$ cat config.mk
export PLATFORM = sky130hd
export DESIGN_NAME = pipe_adder
export DESIGN_NICKNAME = d
export VERILOG_FILES = /design/src/rtl/pipe_adder.sv
export SDC_FILE = /design/constraint.sdc
export NUM_CORES = 1
export LEC_CHECK = 0
export ABC_CLOCK_PERIOD_IN_PS = 6400
export CAP_MARGIN = 20
export CORE_ASPECT_RATIO = 1.2
export CORE_MARGIN = 2
export CORE_UTILIZATION = 55
export CTS_BUF_LIST = sky130_fd_sc_hd__clkbuf_16
export DETAILED_ROUTE_END_ITERATION = 10
export GPL_ROUTABILITY_DRIVEN = 0
export GPL_TIMING_DRIVEN = 0
export PLACE_DENSITY = 0.89
export SKIP_LAST_GASP = 1
export SYNTH_ARGS = -nofsm -noshare
export SYNTH_HDL_FRONTEND = slang
export SYNTH_SLANG_ARGS = --single-unit
$ cat constraint.sdc
create_clock -name clk -period 6.4 [get_ports clk]
set_input_delay 1.28 -clock clk [delete_from_list [all_inputs] [get_ports clk]]
set_output_delay 1.28 -clock clk [all_outputs]
set_load 0.05 [all_outputs]
$ cat src/rtl/pipe_adder.sv
// Carry-pipelined adder: WIDTH bits split into STAGES slices with elastic valid/ready flow.
// Optional macro PIPE_ADDER_SUB_EN adds a 'sub' input that turns the operation into a - b.
module pipe_adder #(
  parameter int WIDTH  = 16,
  parameter int STAGES = 4
) (
  input  logic             clk,
  input  logic             rst,
  input  logic [WIDTH-1:0] a,
  input  logic [WIDTH-1:0] b,
  input  logic             cin,
  input  logic             in_valid,
  output logic             in_ready,
  output logic [WIDTH-1:0] sum,
  output logic             cout,
  output logic             ovf,
  output logic             out_valid,
  input  logic             out_ready
`ifdef PIPE_ADDER_SUB_EN
  ,
  input  logic             sub
`endif
);

  localparam int W    = WIDTH / STAGES;
  localparam int LAST = STAGES - 1;

  // Stage registers: full-width operand skew, partial sum and slice carry per stage
  logic [STAGES-1:0] v_r;
  logic [WIDTH-1:0]  a_r [STAGES];
  logic [WIDTH-1:0]  b_r [STAGES];
  logic [WIDTH-1:0]  s_r [STAGES];
  logic [STAGES-1:0] c_r;
  logic              ovf_r;

  logic [STAGES:0]   ld_s;
  logic [WIDTH-1:0]  b_eff_s;
  logic              cin_eff_s;
  logic [STAGES-1:0] src_v_s;
  logic [WIDTH-1:0]  src_a_s [STAGES];
  logic [WIDTH-1:0]  src_b_s [STAGES];
  logic [WIDTH-1:0]  src_s_s [STAGES];
  logic [STAGES-1:0] src_c_s;
  logic [WIDTH-1:0]  nxt_s_s [STAGES];
  logic [STAGES-1:0] nxt_c_s;
  logic              ovf_nxt_s;

  // Effective operand B and carry-in (inverted B and forced carry for subtraction)
  always_comb begin
`ifdef PIPE_ADDER_SUB_EN
    if (sub) begin
      b_eff_s   = ~b;
      cin_eff_s = 1'b1;
    end else begin
      b_eff_s   = b;
      cin_eff_s = cin;
    end
`else
    b_eff_s   = b;
    cin_eff_s = cin;
`endif
  end

  // Load chain: a stage loads when empty or when its downstream neighbour loads
  always_comb begin : load_chain
    logic run;
    run          = out_ready;
    ld_s         = {(STAGES+1){1'b0}};
    ld_s[STAGES] = out_ready;
    for (int k = LAST; k >= 0; k--) begin
      run     = !v_r[k] || run;
      ld_s[k] = run;
    end
  end

  // Per-stage upstream sources: ports feed stage 0, stage k-1 registers feed stage k
  always_comb begin
    src_v_s[0] = in_valid;
    src_a_s[0] = a;
    src_b_s[0] = b_eff_s;
    src_s_s[0] = {WIDTH{1'b0}};
    src_c_s[0] = cin_eff_s;
    for (int k = 1; k < STAGES; k++) begin
      src_v_s[k] = v_r[k-1];
      src_a_s[k] = a_r[k-1];
      src_b_s[k] = b_r[k-1];
      src_s_s[k] = s_r[k-1];
      src_c_s[k] = c_r[k-1];
    end
  end

  // Slice adders; the last stage also derives signed overflow from the MSBs
  always_comb begin : slice_add
    logic [W:0] t;
    t = {(W+1){1'b0}};
    for (int k = 0; k < STAGES; k++) begin
      t = {1'b0, src_a_s[k][k*W +: W]} + {1'b0, src_b_s[k][k*W +: W]}
          + {{W{1'b0}}, src_c_s[k]};
      nxt_s_s[k]            = src_s_s[k];
      nxt_s_s[k][k*W +: W]  = t[W-1:0];
      nxt_c_s[k]            = t[W];
    end
    ovf_nxt_s = (src_a_s[LAST][WIDTH-1] == src_b_s[LAST][WIDTH-1]) &&
                (nxt_s_s[LAST][WIDTH-1] != src_a_s[LAST][WIDTH-1]);
  end

  // Pipeline registers; a stage holds its contents whenever it does not load
  always_ff @(posedge clk or posedge rst) begin
    if (rst) begin
      v_r   <= {STAGES{1'b0}};
      c_r   <= {STAGES{1'b0}};
      ovf_r <= 1'b0;
      for (int k = 0; k < STAGES; k++) begin
        a_r[k] <= {WIDTH{1'b0}};
        b_r[k] <= {WIDTH{1'b0}};
        s_r[k] <= {WIDTH{1'b0}};
      end
    end else begin
      for (int k = 0; k < STAGES; k++) begin
        if (ld_s[k]) begin
          v_r[k] <= src_v_s[k];
          a_r[k] <= src_a_s[k];
          b_r[k] <= src_b_s[k];
          s_r[k] <= nxt_s_s[k];
          c_r[k] <= nxt_c_s[k];
        end
      end
      if (ld_s[LAST]) begin
        ovf_r <= ovf_nxt_s;
      end
    end
  end

  assign in_ready  = ld_s[0];
  assign out_valid = v_r[LAST];
  assign sum       = s_r[LAST];
  assign cout      = c_r[LAST];
  assign ovf       = ovf_r;

endmodule

# Word-level counts from Yosys, hierarchy flattened
# Index checks and enable logic that the tools add are counted.
# totals
input_bits	37
regBits	145
out_inout_bits	20
word_cells	38
# classes
n_addsub	8
n_eq_ne	2
reduce_logical	9
# ops
operator	n
adder 4 x 4 -> 5 bit	4
adder 5 x 1 -> 5 bit	4
zero test 1 bit	4
logical OR 1 bit	4
equality test 1 bit	1
logical AND 1 bit	1
inequality test 1 bit	1

# Logic depth before layout (Yosys ltp)
# depth
ltp_word	5
ltp_mapped	6
depth_no_buf	6

# Worst setup path after synthesis
# OpenSTA, ideal clock, no wires.
# synth_path
path_kind	input to output
start	input port out_ready
end	output port in_ready
slack_ns	3.241
arrival_time_ns	1.879
n_path_buf	2
required_time_ns	5.120
cell_stages	4
cell_sequence	and4b_1 buf_4 nand2_4 buf_6
# synth_between
elab_chain_len	4
# synth_rtl
item	line	source
start, declared	18	input logic out_ready
logical OR 1 bit (4 in series)	71	run = !v_r[k] || run;
end, declared	13	output logic in_ready,
# No other way between the ends.

# Worst setup path in the final report
# Same ends and word-level chain as after synthesis.

==> metrics <==
status=finished clean; RR Endpoint=c_r[3]; commonest cells after routing, fill and taps aside=97 x dfrtp_1, 68 x nand2_1, 56 x clkdlybuf4s50_1, 31 x mux2_2, 26 x mux2_4; antenna-violating nets left=0; crit path to=in_ready; Cells after Synth=roughly 340; combinational share of power=between 30 and 40%; post-layout instance area=~5300 um2; wire per inst=16.91 um; Switch Pwr=roughly 0.74 mW; Pwr Total=about 2.2 mW; Max VDD drop=0.2557 mV; Max FO, Critical Path=10; Initial DRT Pass Iterations=4; Seq/Total Area, Yosys=56.69%; Final #Nets=between 400 and 500; Setup TNS=0 ps; switching share of power=34.19%; PD cells=409.6 nW/um2; Fmax achieved=0.2163 GHz; CP required=5120 ps; Yosys top cell area share=56.69%; Hold WS=476.5 ps; # DRC=0; total CTS buffers=9; Rows=35; number of synthesis warnings=0; Critical-path top delay cell=clkdlybuf4s50_1; hpwl dp=5751 um; sequential power share=approximately two fifths; Yosys top cell by area=dfrtp_1; CP Data Arrival Time=roughly 3300 ps; GRT Total Usage=22.00%; Slew @ Worst Pin=~600 ps; most used routing layer=met2; Crit. End Element=output pin; met3 GRT Util=5.242%; min Tclk post-route=4622 ps; Initial Utilization=56.19%; P_int=1.431 mW; antenna cells=0; initial antenna violation count=0; CP peak stage delay=roughly 800 ps; Synth Register Bits=97; worst setup path class=in -> out; first-pass GRT wire length=~14000 um; # setup viols final=0; synthesized area per cell=12.78 um2; Fin. Hold Viols=0; DR iter-0 viols=212; Skew-Pair Late Insertion Delay=340 ps; core area=about 7600 um2; RSZ-0062 raised after global routing=no; R2R Path Start=a_r[28]; H-tree levels=3; largest net degree at the start of global routing=53; Worst Setup SP=out_ready; CP Cell Sequence=clkdlybuf4s50_1 > and4b_1 > buf_4 > nand2_4 > buf_6 > clkdlybuf4s50_1; non-filler instance count after layout=500; ratio of cells with drive above 1 in the final layout=21.57%; commonest non-fill, non-tap cell in the layout=dfrtp_1; Vias=between 2k and 3k; Die W=~85 um; Worst setup SP type=input port; hold wc startpoint=nxt_s_s[20]; Post-Syn Nets=392; R2R cell count=5; Filler cells=509; placed insts=484; TritonCTS clock tree=built; Die Y=100.7 um; vias per cell=5.406; Top Family by Delay on Critical Path=buffers and inverters; crit share post-route=72.22%; post-CTS sizing=0; Top Ports=57; TritonCTS Sinks=between 90 and 100; CP bufs+invs=4; Root Buffer=clkbuf_16; Main synth FF type=dfrtp_1; Worst Skew=6.903 ps; Reg clk slew, reported paths=70 ps; vias in the first global route=2891; number of flops mapped to enable cells by yosys=0; met2 Usage GRT=36.28%; synth top area cells=dfrtp_1 57%, mux2_4 9.1%, mux2_2 8.2%; Clock power frac=26.3%; Detailed Route WL=8455 um; Max Cap Violations=0; Max-slew headroom=60.10%; # hold bufs at CTS=0; Post-Syn Area=~4300 um2; die area=roughly 8500 um2; number of cells on the critical path=6; FFs w/ async S/R, synth=100.0%; Worst path most repeated cell=clkdlybuf4s50_1; reg2reg setup slack=roughly 4500 ps; Port Buf Inserts=56; Lkg Pwr=2.494 nW; setup bufs post-CTS=0; HP Class=reg -> reg; dpl cell area=4987 um2; Clock Path Buffers=2; Congestion Overflow GR=0; Slew Viols, Final=0; met1 usage=27.37%; synthesis-to-finish area growth=23.96%; Yosys cell types=36
## sequential cells by signal (all words and copies together), names as in the netlist
| register | cells |
|---|---|
| v_r | 4 |
| b_r | 24 |
| ovf | 1 |
| c_r | 4 |
| nxt_s_s | 24 |
| a_r | 24 |
| sum | 16 |
## final cells by class
type | count | area (um2) | area share (%)
inverter | 12 | 47.55 | 0.8958
multi-input combinational | 211 | 1717 | 32.34
clock buffer | 9 | 225.2 | 4.243
timing repair buffer | 57 | 588.1 | 11.08
buffer | 15 | 92.59 | 1.744
sequential | 97 | 2427 | 45.73
tap | 92 | 115.1 | 2.169
clock inverter | 7 | 95.09 | 1.792
## per-layer routing
metal	part of all wire, %	vias up
met5	0	-
met4	2.8	0
met3	3.8	23
met2	51	64
met1	42	1349
li1	-	1267
## power by group through the flow
stage	sequential, mW	clock (mW)	combinational, mW
after floorplan	1.06	0	0.307
after global placement	0.878	0	0.679
after CTS	0.885	0.575	0.724
after detailed placement	0.892	0	0.711
final	0.884	0.571	0.719
after global routing	0.905	0.603	0.773
## tightest hold or removal path: stages (launching register included)
cell and delay (ps):
dfrtp_1 350, nand2_1 50, nand2_1 50
## synth_stat cells (3+ instances only)
master,number
dfrtp_1,97
nor3_1,3
nor2_1,7
ha_1,12
xnor2_1,3
clkbuf_1,5
a21oi_1,11
inv_1,12
fa_1,8
nand3_1,4
mux2_2,31
buf_6,3
mux2_4,26
nand2_1,68
a211oi_1,5
nor2b_1,3
o21ai_0,8
buf_2,5
a21o_1,3
## worst min-delay path by stage
stage             endpoint  slack [ps]  cells after the start
6_report       nxt_s_s[20]         480                      2
5_1_grt            a_r[43]         510                      2
4_1_cts            b_r[46]         480                      2
3_5_place_dp       a_r[44]         450                      2
3_3_place_gp       b_r[46]         450                      2
2_1_floorplan      a_r[47]         430                      2
## kinds of logic after synthesis
logic type | Yosys count | synth area share, %
AOI/OAI and AO/OA | 35 | 5.056
and+or+nand+nor | 95 | 9.702
DFF | 97 | 56.69
buffers and inverters | 27 | 3.214
muxes | 57 | 17.27
adders and majority gates | 20 | 7.247
xor gates and xnor gates | 4 | 0.8184
## metrics by stage
step,util [%],worst slack [ps]
after floorplan,-,2586
final,69.66,1778
after CTS,69.66,1794
after global routing,69.66,1733
after detailed placement,65.45,1829
after global placement,65.06,1443
Note: power is estimated with default switching activity, not from simulation.
